<file path="config.mk">
export PLATFORM = sky130hd
export DESIGN_NAME = rand_slot_sched
export DESIGN_NICKNAME = d
export VERILOG_FILES = /design/src/rtl/rand_slot_sched.sv
export SDC_FILE = /design/constraint.sdc
export NUM_CORES = 1
export LEC_CHECK = 0
export CAP_MARGIN = 0
export CORE_MARGIN = 2
export CORE_UTILIZATION = 50
export DETAILED_ROUTE_END_ITERATION = 10
export MAX_ROUTING_LAYER = met4
export PLACE_DENSITY = 0.8
export SKIP_LAST_GASP = 1
export SLEW_MARGIN = 20
export SYNTH_ARGS = -nofsm -noshare
export SYNTH_HDL_FRONTEND = slang
export SYNTH_SLANG_ARGS = --single-unit
</file>
<file path="constraint.sdc">
create_clock -name clk -period 6.05 [get_ports clk]
set_input_delay 0.9075 -clock clk [delete_from_list [all_inputs] [get_ports clk]]
set_output_delay 0.9075 -clock clk [all_outputs]
set_load 0.02 [all_outputs]
</file>
<file path="src/rtl/rand_slot_sched.sv">
// Random-slot buffer controller: round-robin writers and one reader share an external slot memory; slot choice comes from an LFSR-seeded circular scan.
// Define RAND_SLOT_SCHED_STATS_EN to add the stall_cnt and gnt_cnt statistics outputs.
module rand_slot_sched #(
   parameter int          DEPTH     = 32,
   parameter int          WIDTH     = 8,
   parameter int          NREQ      = 4,
   parameter logic [15:0] LFSR_SEED = 16'hACE1,
   parameter int          AW        = $clog2(DEPTH)
) (
   input  logic                  clk,
   input  logic                  rst,
   input  logic [NREQ-1:0]       req,
   input  logic [NREQ*WIDTH-1:0] req_data,
   output logic [NREQ-1:0]       gnt,
   input  logic                  rd_req,
   output logic                  rd_valid,
   output logic [WIDTH-1:0]      rd_data,
   output logic                  mem_we,
   output logic [AW-1:0]         mem_waddr,
   output logic [WIDTH-1:0]      mem_wdata,
   output logic                  mem_re,
   output logic [AW-1:0]         mem_raddr,
   input  logic [WIDTH-1:0]      mem_rdata,
   output logic [AW:0]           occupancy,
   output logic                  empty,
   output logic                  full
`ifdef RAND_SLOT_SCHED_STATS_EN
   ,
   output logic [15:0]           stall_cnt,
   output logic [NREQ*16-1:0]    gnt_cnt
`endif
);

   localparam int RW = $clog2(NREQ);

   logic [DEPTH-1:0] bitmap_q, bitmap_d;
   logic [AW:0]      occ_q, occ_d;
   logic             empty_q, empty_d;
   logic             full_q, full_d;
   logic [RW-1:0]    rr_q, rr_d;
   logic [15:0]      lfsr_q, lfsr_d;
   logic             rd_valid_q;
   logic [WIDTH-1:0] rd_hold_q;

   logic [AW-1:0]    ws, rs;
   logic [AW-1:0]    wslot, rslot, widx, ridx;
   logic             arb_vld;
   logic [RW-1:0]    arb_idx, arb_try;
   logic             wr_fire, rd_fire;

   assign ws = lfsr_q[AW-1:0];
   assign rs = lfsr_q[15 -: AW];

   // Descending scan: the last hit written wins, i.e. the slot closest to the start index.
   always_comb begin
      wslot = '0;
      rslot = '0;
      widx  = '0;
      ridx  = '0;
      for (int k = DEPTH - 1; k >= 0; k--) begin
         widx = ws + AW'(k);
         ridx = rs + AW'(k);
         if (!bitmap_q[widx]) wslot = widx;
         if (bitmap_q[ridx])  rslot = ridx;
      end
   end

   always_comb begin
      arb_vld = 1'b0;
      arb_idx = '0;
      arb_try = '0;
      for (int k = NREQ - 1; k >= 0; k--) begin
         arb_try = RW'((int'(rr_q) + k) % NREQ);
         if (req[arb_try]) begin
            arb_vld = 1'b1;
            arb_idx = arb_try;
         end
      end
   end

   // Grant uses the registered full flag, so a read freeing a slot this cycle cannot admit a write.
   assign wr_fire = arb_vld && !full_q && !rst;
   assign rd_fire = rd_req && !empty_q && !rst;

   assign gnt       = wr_fire ? (NREQ'(1) << arb_idx) : '0;
   assign mem_we    = wr_fire;
   assign mem_waddr = wslot;
   assign mem_wdata = req_data[arb_idx*WIDTH +: WIDTH];
   assign mem_re    = rd_fire;
   assign mem_raddr = rslot;

   always_comb begin
      bitmap_d = bitmap_q;
      if (wr_fire) bitmap_d[wslot] = 1'b1;
      if (rd_fire) bitmap_d[rslot] = 1'b0;
   end

   always_comb begin
      occ_d = occ_q;
      case ({wr_fire, rd_fire})
         2'b10:   occ_d = occ_q + (AW+1)'(1);
         2'b01:   occ_d = occ_q - (AW+1)'(1);
         default: occ_d = occ_q;
      endcase
      empty_d = (occ_d == '0);
      full_d  = (occ_d == (AW+1)'(DEPTH));
   end

   always_comb begin
      rr_d = rr_q;
      if (wr_fire) rr_d = (int'(arb_idx) == NREQ - 1) ? '0 : arb_idx + RW'(1);
   end

   // Fibonacci LFSR, taps 16,14,13,11.
   assign lfsr_d = {lfsr_q[14:0], lfsr_q[15] ^ lfsr_q[13] ^ lfsr_q[12] ^ lfsr_q[10]};

   always_ff @(posedge clk or posedge rst) begin
      if (rst) begin
         bitmap_q   <= '0;
         occ_q      <= '0;
         empty_q    <= 1'b1;
         full_q     <= 1'b0;
         rr_q       <= '0;
         lfsr_q     <= LFSR_SEED;
         rd_valid_q <= 1'b0;
         rd_hold_q  <= '0;
      end else begin
         bitmap_q   <= bitmap_d;
         occ_q      <= occ_d;
         empty_q    <= empty_d;
         full_q     <= full_d;
         rr_q       <= rr_d;
         lfsr_q     <= lfsr_d;
         rd_valid_q <= rd_fire;
         if (rd_valid_q) rd_hold_q <= mem_rdata;
      end
   end

   // Memory data arrives in the rd_valid cycle; pass it through then and hold it afterwards.
   assign rd_valid  = rd_valid_q;
   assign rd_data   = rd_valid_q ? mem_rdata : rd_hold_q;
   assign occupancy = occ_q;
   assign empty     = empty_q;
   assign full      = full_q;

`ifdef RAND_SLOT_SCHED_STATS_EN
   logic [15:0]            stall_q;
   logic [NREQ-1:0][15:0]  gcnt_q;

   always_ff @(posedge clk or posedge rst) begin
      if (rst) begin
         stall_q <= '0;
         gcnt_q  <= '0;
      end else begin
         if ((|req) && full_q && (stall_q != 16'hFFFF)) stall_q <= stall_q + 16'd1;
         for (int i = 0; i < NREQ; i++) begin
            if (gnt[i] && (gcnt_q[i] != 16'hFFFF)) gcnt_q[i] <= gcnt_q[i] + 16'd1;
         end
      end
   end

   assign stall_cnt = stall_q;
   assign gnt_cnt   = gcnt_q;
`endif

endmodule

</file>
==> results.md <==
- Outcome: finished with violations
- Failing checks: negative setup slack
- Sink Count: 67
- Syn nets: ~1900
- Register area share after synthesis: a little over a tenth
- Core Box Area: between 30000 and 40000 um2
- Layout area overhead: 16.97%
- Boundary Pins: 88
- Cell mode on critical path: mux2i_1
- GRT Util Overall: between 40% and 50%
- Seq cells post-synth: 67
- Clk_skew: slightly above 9 ps
- Most common cell in the netlist: nand2_1
- Sw Ratio: a little over half
- Dominant synthesized flop cell: dfrtp_1
- Hold_ws: 350.9 ps
- Pint: 2.357 mW
- Post-synth ARST share: 100.0%
- Worst-path fanout max: 9
- Vias post-DR: about 18000
- Max Freq: 165.1 MHz
- Die Y: between 150 and 200 um
- First-pass GRT wire length: 108500 um
- Share of cells above drive strength 1: between 20% and 30%
- Startpoint types: flip-flop
- Final Setup Violations: 1
- Sequential share of power: a little under a fifth
- Crit path buf inv count: 5
- Clock power share: 10.8%
- CTS Root Cell: clkbuf_16
- Final hold viol count: 0
- Top cells by area, synth: mux4_2 (20%), dfrtp_1 (9.2%), mux2i_1 (8.2%)
- Post-synth EDFFs: 0
- Fillers: 2808
- Max cap viols: 0
- Syn Area/Cell: 8.814 um2
- Synth top area share: about a fifth
- Initial core utilization: 50.45%
- Psw: 2.714 mW
- Final std cells w/o fill: 2345
- Max stage delay on crit path: about 640 ps
- Power per cell area: approximately 270 nW/um2
- Die ar.: between 30000 and 40000 um2
- Slew at the pin closest to its max-slew limit: 945.5 ps
- DRT Pass-1 Iters: 6
- Die Wd: about 180 um
- Reg clk slew, reported paths: around 60 ps
- Worst EP arrival: 5150 ps
- Fin nets: ~2000
- Global route total overflow: 0
- Area of the multi-input gates: ~13000 um2
- Quantity of I/O buffers inserted on ports: between 80 and 90
- WP data required: ~5100 ps
- Hold_buf cts: 0
- WL/cell: 30.86 um
- Peak supply drop: approximately 0.00029 V
- RSZ-0062 raised after global routing: true
- Worst Setup End Kind: output pin
- Largest net degree at the start of global routing: 54
- Top Family by Delay on Critical Path: multiplexers
- Relative slew margins: between 30 and 40%
- Routed wire length: ~72000 um
- H-tree Lvls: 3
- Fin util: about 60%
- Fin crit period: roughly 6100 ps
- Final WS setup: -5.453 ps
- # rows: between 60 and 70
- Slew Limit Fails: 0
- Combinational share of power: 71.0%
- Mapped Area: between 15000 and 20000 um2
- CTS tree: done
- Cells after synthesis: between 1500 and 2000
- Post-DP HPWL: ~55000 um
- Clock latency at the later pin of the worst-skew pair: ~340 ps
- Class of the most critical setup path: reg -> out
- DRT iter0 DRCs: about 2400
- Yosys cell types: around 110
- Vias in the first global route: 17090
- Post-synth top cells: nand2_1 (167), mux4_2 (141), mux2i_1 (129), a21oi_1 (116), nor2_1 (98)
- Critical Path, Cell by Cell: inv_1 -> ha_2 -> mux4_2 -> mux2i_1 -> mux2i_1 -> mux2i_1 -> nand2_1 -> o31ai_1 -> a2111oi_0 -> buf_4 -> a2111oi_2 -> buf_4 -> o31ai_1 -> and2_1 -> inv_2 -> clkdlybuf4s50_1
- Drc violations: 0
- Vias per cell: around 7.5
- Slowest CP cell: dfstp_2
- Fin crit share: 100.1%
- Area leader, netlist: mux4_2
- CTS Buf Count: 9
- Yosys warns: 0
- Initial antenna violation count: 1
- Register area: about 1700 um2
- Routability cong.: around 1.1
- CTS max path bufs: 2
- Leak: between 7 and 8 nW
- Detail Route Antenna Nets: 0
- Placed cell count: 2324
- Hold Crit Class: reg -> reg
## layer usage
metal  vias to the layer above  part of all wire [%]  GRT usage, %
met5                         -                     0             -
met4                         0                    11         35.55
met3                       403                   9.7         8.945
met2                      1334                    45         68.61
met1                      8469                    35         51.12
li1                       7339                     -             -
## sequential cells by signal, summed over array words and instances, names as in the netlist
signal,count
bitmap_q,32
empty,1
full,1
lfsr_q,16
occupancy,6
rd_hold_q,8
rd_valid,1
rr_q,2
## cell usage in the layout, fill, tap and decap left out, drive strengths merged, types with 19 or more instances in the layout
cell type / netlist / routed
inv: 81 / 83
o22ai: 22 / 22
mux4: 160 / 160
nor3: 49 / 49
nand2b: 19 / 19
a21oi: 118 / 118
a211oi: 31 / 31
clkdlybuf4s50: 0 / 84
ha: 34 / 34
buf: 54 / 195
mux2i: 136 / 136
nor2: 98 / 98
dfrtp: 58 / 58
nor2b: 32 / 32
nand3: 30 / 30
nand2: 167 / 167
and2: 23 / 23
xnor2: 61 / 61
a22oi: 24 / 24
o211ai: 22 / 22
mux2: 56 / 56
o21ai: 88 / 88
## stage by stage
stage / setup TNS [ps] / worst slack [ps] / power [mW] / cell area [um2]
after floorplan: 0 / 42.45 / 2.978 / 15840
after global placement: 0 / 70.70 / 4.269 / 18010
after detailed placement: 0 / 108.2 / 4.326 / 18010
after CTS: -121.1 / -121.1 / 4.897 / 18370
after global routing: -250.7 / -192.1 / 5.269 / 18530
final: -5.453 / -5.453 / 5.071 / 18530
## power groups by stage
stage	Clock, mW	Sequential [mW]	Combinational (mW)
finish	0.549	0.922	3.60
floorplan	0	0.649	2.33
detailed placement	0	0.893	3.43
global placement	0	0.876	3.39
CTS	0.550	0.886	3.46
global route	0.567	0.910	3.79
## final cells by class
class	count	share of cell area, %
clock buffer	10	1.290
clock inverter	6	0.3850
inverter	84	1.702
antenna	1	0.01351
multi-input combinational	1493	71.56
sequential	67	9.131
timing repair buffer	282	13.20
tap	402	2.715
## what timing repair did
action,4_1_cts,5_1_grt
setup buffers,3,1
gates resized for setup,10,37
pin swaps,1,0
endpoints found under the setup margin,4,10
gates cloned,0,0
## path summary, 6_finish.rpt
| check | start | to | slack (ps) | cells after the start |
|---|---|---|---|---|
| min in group asynchronous | rst | rd_hold_q[6] | 930 | 2 |
| max reg2reg | lfsr_q[0] | bitmap_q[15] | 690 | 18 |
| min reg2reg | lfsr_q[8] | lfsr_q[9] | 350 | 0 |
| min | lfsr_q[8] | lfsr_q[9] | 350 | 0 |
| max in group asynchronous | rst | lfsr_q[1] | 4050 | 3 |
| max | lfsr_q[13] | mem_raddr[1] | -5 | 16 |
## cells by family (layout without fill, tap and decap cells)
| kind of cell | Yosys count | in the layout | synth area share [%] |
|---|---|---|---|
| mux | 352 | 352 | 36.08 |
| simple gates | 511 | 511 | 16.34 |
| xor+xnor | 73 | 73 | 4.226 |
| buf+inv | 237 | 382 | 6.722 |
| fa+ha+maj | 35 | 35 | 2.812 |
| other cells | 0 | 1 | 0 |
| compound gates | 522 | 522 | 23.17 |
| flops | 67 | 67 | 10.66 |
(Power assumes the default switching activity.)
